--- config.mk ---
export PLATFORM = sky130hd
export DESIGN_NAME = alu_op_sequencer_flat
export DESIGN_NICKNAME = d
export VERILOG_FILES = /design/src/rtl/alu_op_sequencer_if.sv /design/src/rtl/alu_op_sequencer.sv /design/src/flat_wrapper.sv
export SDC_FILE = /design/constraint.sdc
export NUM_CORES = 2
export LEC_CHECK = 0
export CAP_MARGIN = 25
export CORE_ASPECT_RATIO = 1.4
export CORE_MARGIN = 5
export CORE_UTILIZATION = 30
export CTS_CLUSTER_DIAMETER = 30
export CTS_CLUSTER_SIZE = 24
export DETAILED_ROUTE_END_ITERATION = 8
export PLACE_DENSITY = 0.53
export SKIP_CTS_REPAIR_TIMING = 1
export SYNTH_ARGS = -nofsm -noshare
export SYNTH_HDL_FRONTEND = slang
export SYNTH_SLANG_ARGS = --single-unit
export TNS_END_PERCENT = 30
--- constraint.sdc ---
create_clock -name clk -period 5.6 [get_ports clk]
set_clock_uncertainty 0.15 [all_clocks]
set_input_delay 0.84 -clock clk [delete_from_list [all_inputs] [get_ports clk]]
set_output_delay 0.84 -clock clk [all_outputs]
set_load 0.1 [all_outputs]
--- src/rtl/alu_op_sequencer_if.sv ---
// Command, direct-load, ALU and response signals of the ALU operand sequencer.
// The slave modport is the sequencer; the master modport is its environment.
interface alu_op_sequencer_if #(
  parameter int AW = 4
);
  logic          cmd_valid;
  logic          cmd_ready;
  logic [3:0]    cmd_op;
  logic [AW-1:0] cmd_rd;
  logic [AW-1:0] cmd_rs1;
  logic [AW-1:0] cmd_rs2;
  logic          cmd_use_imm;
  logic [31:0]   cmd_imm;

  logic          ld_en;
  logic [AW-1:0] ld_addr;
  logic [31:0]   ld_data;

  logic [3:0]    alu_control;
  logic [31:0]   alu_a;
  logic [31:0]   alu_b;
  logic [31:0]   alu_c;
  logic          alu_zero;

  logic          rsp_valid;
  logic          rsp_ready;
  logic [31:0]   rsp_data;
  logic          rsp_zero;
  logic [AW-1:0] rsp_rd;
  logic          rsp_illegal;

  modport slave (
    input  cmd_valid, cmd_op, cmd_rd, cmd_rs1, cmd_rs2, cmd_use_imm, cmd_imm,
    input  ld_en, ld_addr, ld_data,
    input  alu_c, alu_zero,
    input  rsp_ready,
    output cmd_ready,
    output alu_control, alu_a, alu_b,
    output rsp_valid, rsp_data, rsp_zero, rsp_rd, rsp_illegal
  );

  modport master (
    output cmd_valid, cmd_op, cmd_rd, cmd_rs1, cmd_rs2, cmd_use_imm, cmd_imm,
    output ld_en, ld_addr, ld_data,
    output alu_c, alu_zero,
    output rsp_ready,
    input  cmd_ready,
    input  alu_control, alu_a, alu_b,
    input  rsp_valid, rsp_data, rsp_zero, rsp_rd, rsp_illegal
  );
endinterface

--- src/rtl/alu_op_sequencer.sv ---
// Operand/control stage in front of a 32-bit ALU: register file, one command per
// handshake, IDLE -> EXEC -> RESP, result written back and returned as a response.
module alu_op_sequencer #(
  parameter int NREGS = 16,
  parameter int AW    = 4
) (
  input  logic                 clk,
  input  logic                 rst_n,
  alu_op_sequencer_if.slave    bus
);

  localparam logic [1:0] ST_IDLE = 2'd0;
  localparam logic [1:0] ST_EXEC = 2'd1;
  localparam logic [1:0] ST_RESP = 2'd2;

  logic [1:0]    state_q,   state_d;
  logic [3:0]    op_q,      op_d;
  logic [AW-1:0] rd_q,      rd_d;
  logic [AW-1:0] rs1_q,     rs1_d;
  logic [AW-1:0] rs2_q,     rs2_d;
  logic          use_imm_q, use_imm_d;
  logic [31:0]   imm_q,     imm_d;
  logic [31:0]   regs_q [NREGS];
  logic [31:0]   regs_d [NREGS];

  logic [31:0]   rsp_data_q,    rsp_data_d;
  logic          rsp_zero_q,    rsp_zero_d;
  logic [AW-1:0] rsp_rd_q,      rsp_rd_d;
  logic          rsp_illegal_q, rsp_illegal_d;

  logic [31:0]   opnd_a;
  logic [31:0]   opnd_b;
  logic          op_illegal;

  // Codes 8..15 are exactly those with the top bit of the 4-bit op set.
  assign op_illegal = op_q[3];

  // Combinational register reads; register 0 is forced to zero.
  always_comb begin
    opnd_a = 32'd0;
    opnd_b = 32'd0;
    if (rs1_q != {AW{1'b0}}) begin
      opnd_a = regs_q[rs1_q];
    end else begin
      opnd_a = 32'd0;
    end
    if (use_imm_q) begin
      opnd_b = imm_q;
    end else if (rs2_q != {AW{1'b0}}) begin
      opnd_b = regs_q[rs2_q];
    end else begin
      opnd_b = 32'd0;
    end
  end

  // ALU drive: operands only during EXEC, zero otherwise.
  always_comb begin
    bus.alu_control = 4'd0;
    bus.alu_a       = 32'd0;
    bus.alu_b       = 32'd0;
    if (state_q == ST_EXEC) begin
      bus.alu_control = op_q;
      bus.alu_a       = opnd_a;
      bus.alu_b       = opnd_b;
    end else begin
      bus.alu_control = 4'd0;
      bus.alu_a       = 32'd0;
      bus.alu_b       = 32'd0;
    end
  end

  assign bus.cmd_ready   = rst_n && (state_q == ST_IDLE);
  assign bus.rsp_valid   = (state_q == ST_RESP);
  assign bus.rsp_data    = rsp_data_q;
  assign bus.rsp_zero    = rsp_zero_q;
  assign bus.rsp_rd      = rsp_rd_q;
  assign bus.rsp_illegal = rsp_illegal_q;

  // Next-state, command latch, response capture and register-file update.
  always_comb begin
    state_d       = state_q;
    op_d          = op_q;
    rd_d          = rd_q;
    rs1_d         = rs1_q;
    rs2_d         = rs2_q;
    use_imm_d     = use_imm_q;
    imm_d         = imm_q;
    rsp_data_d    = rsp_data_q;
    rsp_zero_d    = rsp_zero_q;
    rsp_rd_d      = rsp_rd_q;
    rsp_illegal_d = rsp_illegal_q;
    regs_d        = regs_q;

    // Direct load is applied first so an EXEC writeback to the same register overrides it.
    if (bus.ld_en && (bus.ld_addr != {AW{1'b0}})) begin
      regs_d[bus.ld_addr] = bus.ld_data;
    end else begin
      regs_d[0] = 32'd0;
    end

    case (state_q)
      ST_IDLE: begin
        if (bus.cmd_valid) begin
          op_d      = bus.cmd_op;
          rd_d      = bus.cmd_rd;
          rs1_d     = bus.cmd_rs1;
          rs2_d     = bus.cmd_rs2;
          use_imm_d = bus.cmd_use_imm;
          imm_d     = bus.cmd_imm;
          state_d   = ST_EXEC;
        end else begin
          state_d   = ST_IDLE;
        end
      end
      ST_EXEC: begin
        rsp_rd_d      = rd_q;
        rsp_illegal_d = op_illegal;
        if (op_illegal) begin
          rsp_data_d = 32'd0;
          rsp_zero_d = 1'b1;
        end else begin
          rsp_data_d = bus.alu_c;
          rsp_zero_d = bus.alu_zero;
          if (rd_q != {AW{1'b0}}) begin
            regs_d[rd_q] = bus.alu_c;
          end else begin
            regs_d[0] = 32'd0;
          end
        end
        state_d = ST_RESP;
      end
      ST_RESP: begin
        if (bus.rsp_ready) begin
          state_d = ST_IDLE;
        end else begin
          state_d = ST_RESP;
        end
      end
      default: begin
        state_d = ST_IDLE;
      end
    endcase
  end

  // State registers with asynchronous clear.
  always_ff @(posedge clk or negedge rst_n) begin
    if (!rst_n) begin
      state_q       <= ST_IDLE;
      op_q          <= 4'd0;
      rd_q          <= {AW{1'b0}};
      rs1_q         <= {AW{1'b0}};
      rs2_q         <= {AW{1'b0}};
      use_imm_q     <= 1'b0;
      imm_q         <= 32'd0;
      rsp_data_q    <= 32'd0;
      rsp_zero_q    <= 1'b0;
      rsp_rd_q      <= {AW{1'b0}};
      rsp_illegal_q <= 1'b0;
      for (int i = 0; i < NREGS; i++) begin
        regs_q[i] <= 32'd0;
      end
    end else begin
      state_q       <= state_d;
      op_q          <= op_d;
      rd_q          <= rd_d;
      rs1_q         <= rs1_d;
      rs2_q         <= rs2_d;
      use_imm_q     <= use_imm_d;
      imm_q         <= imm_d;
      rsp_data_q    <= rsp_data_d;
      rsp_zero_q    <= rsp_zero_d;
      rsp_rd_q      <= rsp_rd_d;
      rsp_illegal_q <= rsp_illegal_d;
      regs_q        <= regs_d;
    end
  end

endmodule

--- src/flat_wrapper.sv ---
// flat-port wrapper written by rule: the top's interface ports become plain ports
module alu_op_sequencer_flat 
#(
  parameter int NREGS = 16,
  parameter int AW    = 4
)
  (clk, rst_n, bus_cmd_valid, bus_cmd_op, bus_cmd_rd, bus_cmd_rs1, bus_cmd_rs2, bus_cmd_use_imm, bus_cmd_imm, bus_ld_en, bus_ld_addr, bus_ld_data, bus_alu_c, bus_alu_zero, bus_rsp_ready, bus_cmd_ready, bus_alu_control, bus_alu_a, bus_alu_b, bus_rsp_valid, bus_rsp_data, bus_rsp_zero, bus_rsp_rd, bus_rsp_illegal);
  alu_op_sequencer_if #(.AW(AW)) bus_i ();
  input  logic clk;
  input  logic rst_n;
  input wire logic [$bits(bus_i.cmd_valid)-1:0] bus_cmd_valid;
  input wire logic [$bits(bus_i.cmd_op)-1:0] bus_cmd_op;
  input wire logic [$bits(bus_i.cmd_rd)-1:0] bus_cmd_rd;
  input wire logic [$bits(bus_i.cmd_rs1)-1:0] bus_cmd_rs1;
  input wire logic [$bits(bus_i.cmd_rs2)-1:0] bus_cmd_rs2;
  input wire logic [$bits(bus_i.cmd_use_imm)-1:0] bus_cmd_use_imm;
  input wire logic [$bits(bus_i.cmd_imm)-1:0] bus_cmd_imm;
  input wire logic [$bits(bus_i.ld_en)-1:0] bus_ld_en;
  input wire logic [$bits(bus_i.ld_addr)-1:0] bus_ld_addr;
  input wire logic [$bits(bus_i.ld_data)-1:0] bus_ld_data;
  input wire logic [$bits(bus_i.alu_c)-1:0] bus_alu_c;
  input wire logic [$bits(bus_i.alu_zero)-1:0] bus_alu_zero;
  input wire logic [$bits(bus_i.rsp_ready)-1:0] bus_rsp_ready;
  output wire logic [$bits(bus_i.cmd_ready)-1:0] bus_cmd_ready;
  output wire logic [$bits(bus_i.alu_control)-1:0] bus_alu_control;
  output wire logic [$bits(bus_i.alu_a)-1:0] bus_alu_a;
  output wire logic [$bits(bus_i.alu_b)-1:0] bus_alu_b;
  output wire logic [$bits(bus_i.rsp_valid)-1:0] bus_rsp_valid;
  output wire logic [$bits(bus_i.rsp_data)-1:0] bus_rsp_data;
  output wire logic [$bits(bus_i.rsp_zero)-1:0] bus_rsp_zero;
  output wire logic [$bits(bus_i.rsp_rd)-1:0] bus_rsp_rd;
  output wire logic [$bits(bus_i.rsp_illegal)-1:0] bus_rsp_illegal;
  assign bus_i.cmd_valid = bus_cmd_valid;
  assign bus_i.cmd_op = bus_cmd_op;
  assign bus_i.cmd_rd = bus_cmd_rd;
  assign bus_i.cmd_rs1 = bus_cmd_rs1;
  assign bus_i.cmd_rs2 = bus_cmd_rs2;
  assign bus_i.cmd_use_imm = bus_cmd_use_imm;
  assign bus_i.cmd_imm = bus_cmd_imm;
  assign bus_i.ld_en = bus_ld_en;
  assign bus_i.ld_addr = bus_ld_addr;
  assign bus_i.ld_data = bus_ld_data;
  assign bus_i.alu_c = bus_alu_c;
  assign bus_i.alu_zero = bus_alu_zero;
  assign bus_i.rsp_ready = bus_rsp_ready;
  assign bus_cmd_ready = bus_i.cmd_ready;
  assign bus_alu_control = bus_i.alu_control;
  assign bus_alu_a = bus_i.alu_a;
  assign bus_alu_b = bus_i.alu_b;
  assign bus_rsp_valid = bus_i.rsp_valid;
  assign bus_rsp_data = bus_i.rsp_data;
  assign bus_rsp_zero = bus_i.rsp_zero;
  assign bus_rsp_rd = bus_i.rsp_rd;
  assign bus_rsp_illegal = bus_i.rsp_illegal;
  alu_op_sequencer #(.NREGS(NREGS), .AW(AW)) u_core (.clk(clk), .rst_n(rst_n), .bus(bus_i));
endmodule
==> flow_summary.ini <==
[outcome]
status = complete, no violations

[power_and_ir_drop]
p_int_mw = 17.7
switching_share_pct = 45.0
power.leakage_nw = 16.2
p_per_area_nw_per_um2 = 705
share_seq_of_total_power_pct = 26.5
comb_power_share_pct = 46.8
p_clk_share_pct = 26.7
switchingPower_mw = 14.4
ir_drop_mv = 0.517

[timing]
post-route-period-util_pct = 93.2
holdWs_ns = 0.308
slew_headroom_pct = 24.1
setup_tns_ns = 0
rsz0062_at_grt = no
fmax_mhz = 192
period_minus_slack_ns = 5.22
final-setup-viol-count = 0
hold_violations = 0
finalWorstSetupSlack_ns = 0.381
drv_slew = 0
tightest_slew_ns = 1.14

[global_routing]
gr-usage-all-layers_pct = 27.0
grt.overflow.total = 0
grt_max_degree = 149
grt_pass1_vias = 38400
antenna_found_initial = 20
grt_pass1_wl_um = 272000

[synthesis]
syn_area_per_cell_um2 = 9.71
synth-seq-cells = 601
synth.top_cell.area_share_pct = 39.7
synth_cell_types = 36
syn_inst = 3899
synth_seq_area_share_pct = 39.7
synth_area_um2 = 37900
synth_area_leaders = dfrtp_1 (40%), mux4_2 (15%), a31oi_1 (7.9%)
synth_fp_nets = 4022
yosys.area.top_type = dfrtp_1
yosys_warnings = 0

[detailed_routing]
wl_um = 188000
wire_per_inst_um = 34.2
drc = 0
viasPerCell = 6.89
vias = 37800
postRouteAntennaNets = 0
drt-initial-drc-count = 4864
dr.pass1.iters = 7

[clock_network]
clockRootBuffer = clkbuf_16
clkSinkCount = 601
cts_buffers = 144
insertion_delay_ns = 0.75
tritoncts = yes
cts_max_path_buffers = 3
clkTransAtPathRegs_ns = 0.04
cts_max_level = 4

[worst_setup_path]
cp.required_ns = 4.61
crit_family = simple AND/OR/NAND/NOR gates
reg2reg_from = u_core.state_q[0]
r2r_cells = 5
crit_type = reg -> out
cp_max_fo = 19
path_common_cell = buf_4
crit_arrival_ns = 4.23
cpMaxStageDelayCell = or4_2
critPathBufInv = 2
cp-end-kind = output port
cpPeakStageDelay_ns = 1.08
start_kind = flop
reg2reg_slack_ns = 2.01
path_cells = nand2b_2, or4_2, buf_4, o221ai_1, buf_4
crit-reg2reg-capture = u_core.regs_q[243]

[place]
pre_cts_slack_ns = 1.17
portBuffers = 230
gp_congestion = 0.808
dp_hpwl_um = 96500

[min_path]
hold_class = reg -> reg
whs_path_depth = 2
hold_end = u_core.bus.rsp_data[19]
worstHoldStart = u_core.bus.rsp_data[19]

[floorplan]
die_w_um = 310
die_y_um = 430
start_util_pct = 30.1
rows = 154
dieArea_um2 = 134000
ios = 231
core_um2 = 126000

[final_layout]
drive_above_1_share_pct = 19.6
area_growth_pct = 20.3
layout.nets = 3846

[job]
drv_cap = 0
-- power groups by stage --
| stage | clock (mW) | combinational, mW | sequential (mW) |
|---|---|---|---|
| 2_1_floorplan | 0 | 10.2 | 8.26 |
| 3_3_place_gp | 0 | 14.7 | 8.40 |
| 3_5_place_dp | 0 | 14.8 | 8.43 |
| 4_1_cts | 8.63 | 14.8 | 8.39 |
| 5_1_grt | 8.84 | 15.6 | 8.67 |
| 6_report | 8.58 | 15.0 | 8.51 |
-- cell type report --
| cell class | count | area [um2] |
|---|---|---|
| Inverter | 2 | 15.0 |
| Tap cell | 1638 | 2050 |
| Antenna cell | 15 | 37.5 |
| Multi-Input combinational cell | 2650 | 20300 |
| Timing Repair Buffer | 324 | 3150 |
| Clock buffer | 184 | 3960 |
| Fill cell | 12300 | 80100 |
| Clock inverter | 75 | 968 |
| Sequential cell | 601 | 15100 |
-- synthesized netlist by cell type --
cell type	n
buf_1	37
or4_1	2
clkbuf_1	530
nor3_1	3
o311a_4	1
buf_4	1
nand4bb_1	1
or3b_1	1
mux4_2	256
nor3b_2	1
buf_6	25
nor3b_1	2
nor2_1	1
and2_1	36
a31oi_1	480
or3_1	16
inv_1	2
or4b_1	1
mux2_2	48
dfrtp_1	601
mux2i_1	128
buf_2	53
or2_2	2
nor4_1	480
o221ai_1	32
and4b_1	1
nand3_1	481
nor2b_1	3
o22ai_1	32
o21ai_0	484
a21o_1	1
nand2_1	112
nand2b_1	6
and3_1	1
and3b_1	3
nand3b_1	35
-- flip-flops by register name, indices dropped and copies added, names as in the netlist --
register                cells
u_core.bus.rsp_rd           4
u_core.op_q                 4
u_core.rs1_q                4
u_core.bus.rsp_illegal      1
u_core.use_imm_q            1
u_core.imm_q               32
u_core.state_q              2
u_core.regs_q             512
u_core.rs2_q                4
u_core.bus.rsp_data        32
u_core.bus.rsp_zero         1
u_core.rd_q                 4
-- kinds of logic (layout without fill, tap and decap cells) --
kind of cell	Yosys count	count (layout)	share of synthesized area [%]
flops	601	601	39.7
buf+inv	648	585	7.10
compound gates	1030	1030	15.7
mux	432	432	20.0
other cells	0	15	0
simple gates	1188	1188	17.5
-- stage by stage --
| stage | utilization (%) | instance area (um2) | std cells | total power, mW |
|---|---|---|---|---|
| detailed placement | 32.3 | 40500 | 5212 | 23.2 |
| finish | 36.3 | 45600 | 5489 | 32.1 |
| global placement | 32.2 | 40500 | 5211 | 23.1 |
| floorplan | - | 37900 | 3899 | 18.5 |
| CTS | 36.2 | 45500 | 5471 | 31.9 |
| global route | 36.2 | 45500 | 5479 | 33.2 |
-- per-layer routing --
metal,track usage (%),wire length [um]
met1,33.5,69400
met2,41.1,84800
met3,7.99,20400
met4,17.2,13100
met5,0,53
-- worst max path at each step --
stage,startpoint,to,cells after the start
after floorplan,rst_n,bus_cmd_ready,1
final,u_core.state_q[1],bus_alu_b[0],5
after global placement,u_core.state_q[1],bus_alu_b[0],5
after global routing,u_core.state_q[1],bus_alu_b[0],5
after detailed placement,u_core.state_q[1],bus_alu_b[0],5
after CTS,u_core.state_q[1],bus_alu_b[0],5
-- layout by cell type, fill, tap and decap left out, types with 4 or more instances in the layout --
master           synthesis  layout
dfrtp_1                601     593
o21ai_0                484     484
nand3_1                481     480
nor4_1                 480     480
a31oi_1                480     480
mux4_2                 256     256
clkdlybuf4s50_1          0     165
clkbuf_16                0     145
buf_4                    1     135
mux2i_1                128     128
nand2_1                112     109
mux2_2                  48      48
and2_1                  36      35
nand3b_1                35      35
o221ai_1                32      32
o22ai_1                 32      32
clkinv_2                 0      24
clkbuf_1               530      21
buf_12                   0      20
clkbuf_8                 0      18
diode_2                  0      15
or3_2                    0      14
bufinv_16                0      13
clkinvlp_4               0      11
clkinv_4                 0       8
clkinv_8                 0       7
inv_6                    0       7
dfrtp_4                  0       7
nand2b_4                 0       4
-- worst min-delay path: stages, from the launching register on --
cell     delay [ns]
dfrtp_1        0.33
nand2_1        0.05
nand2_1        0.04
Note: power is estimated with default switching activity, not from simulation.
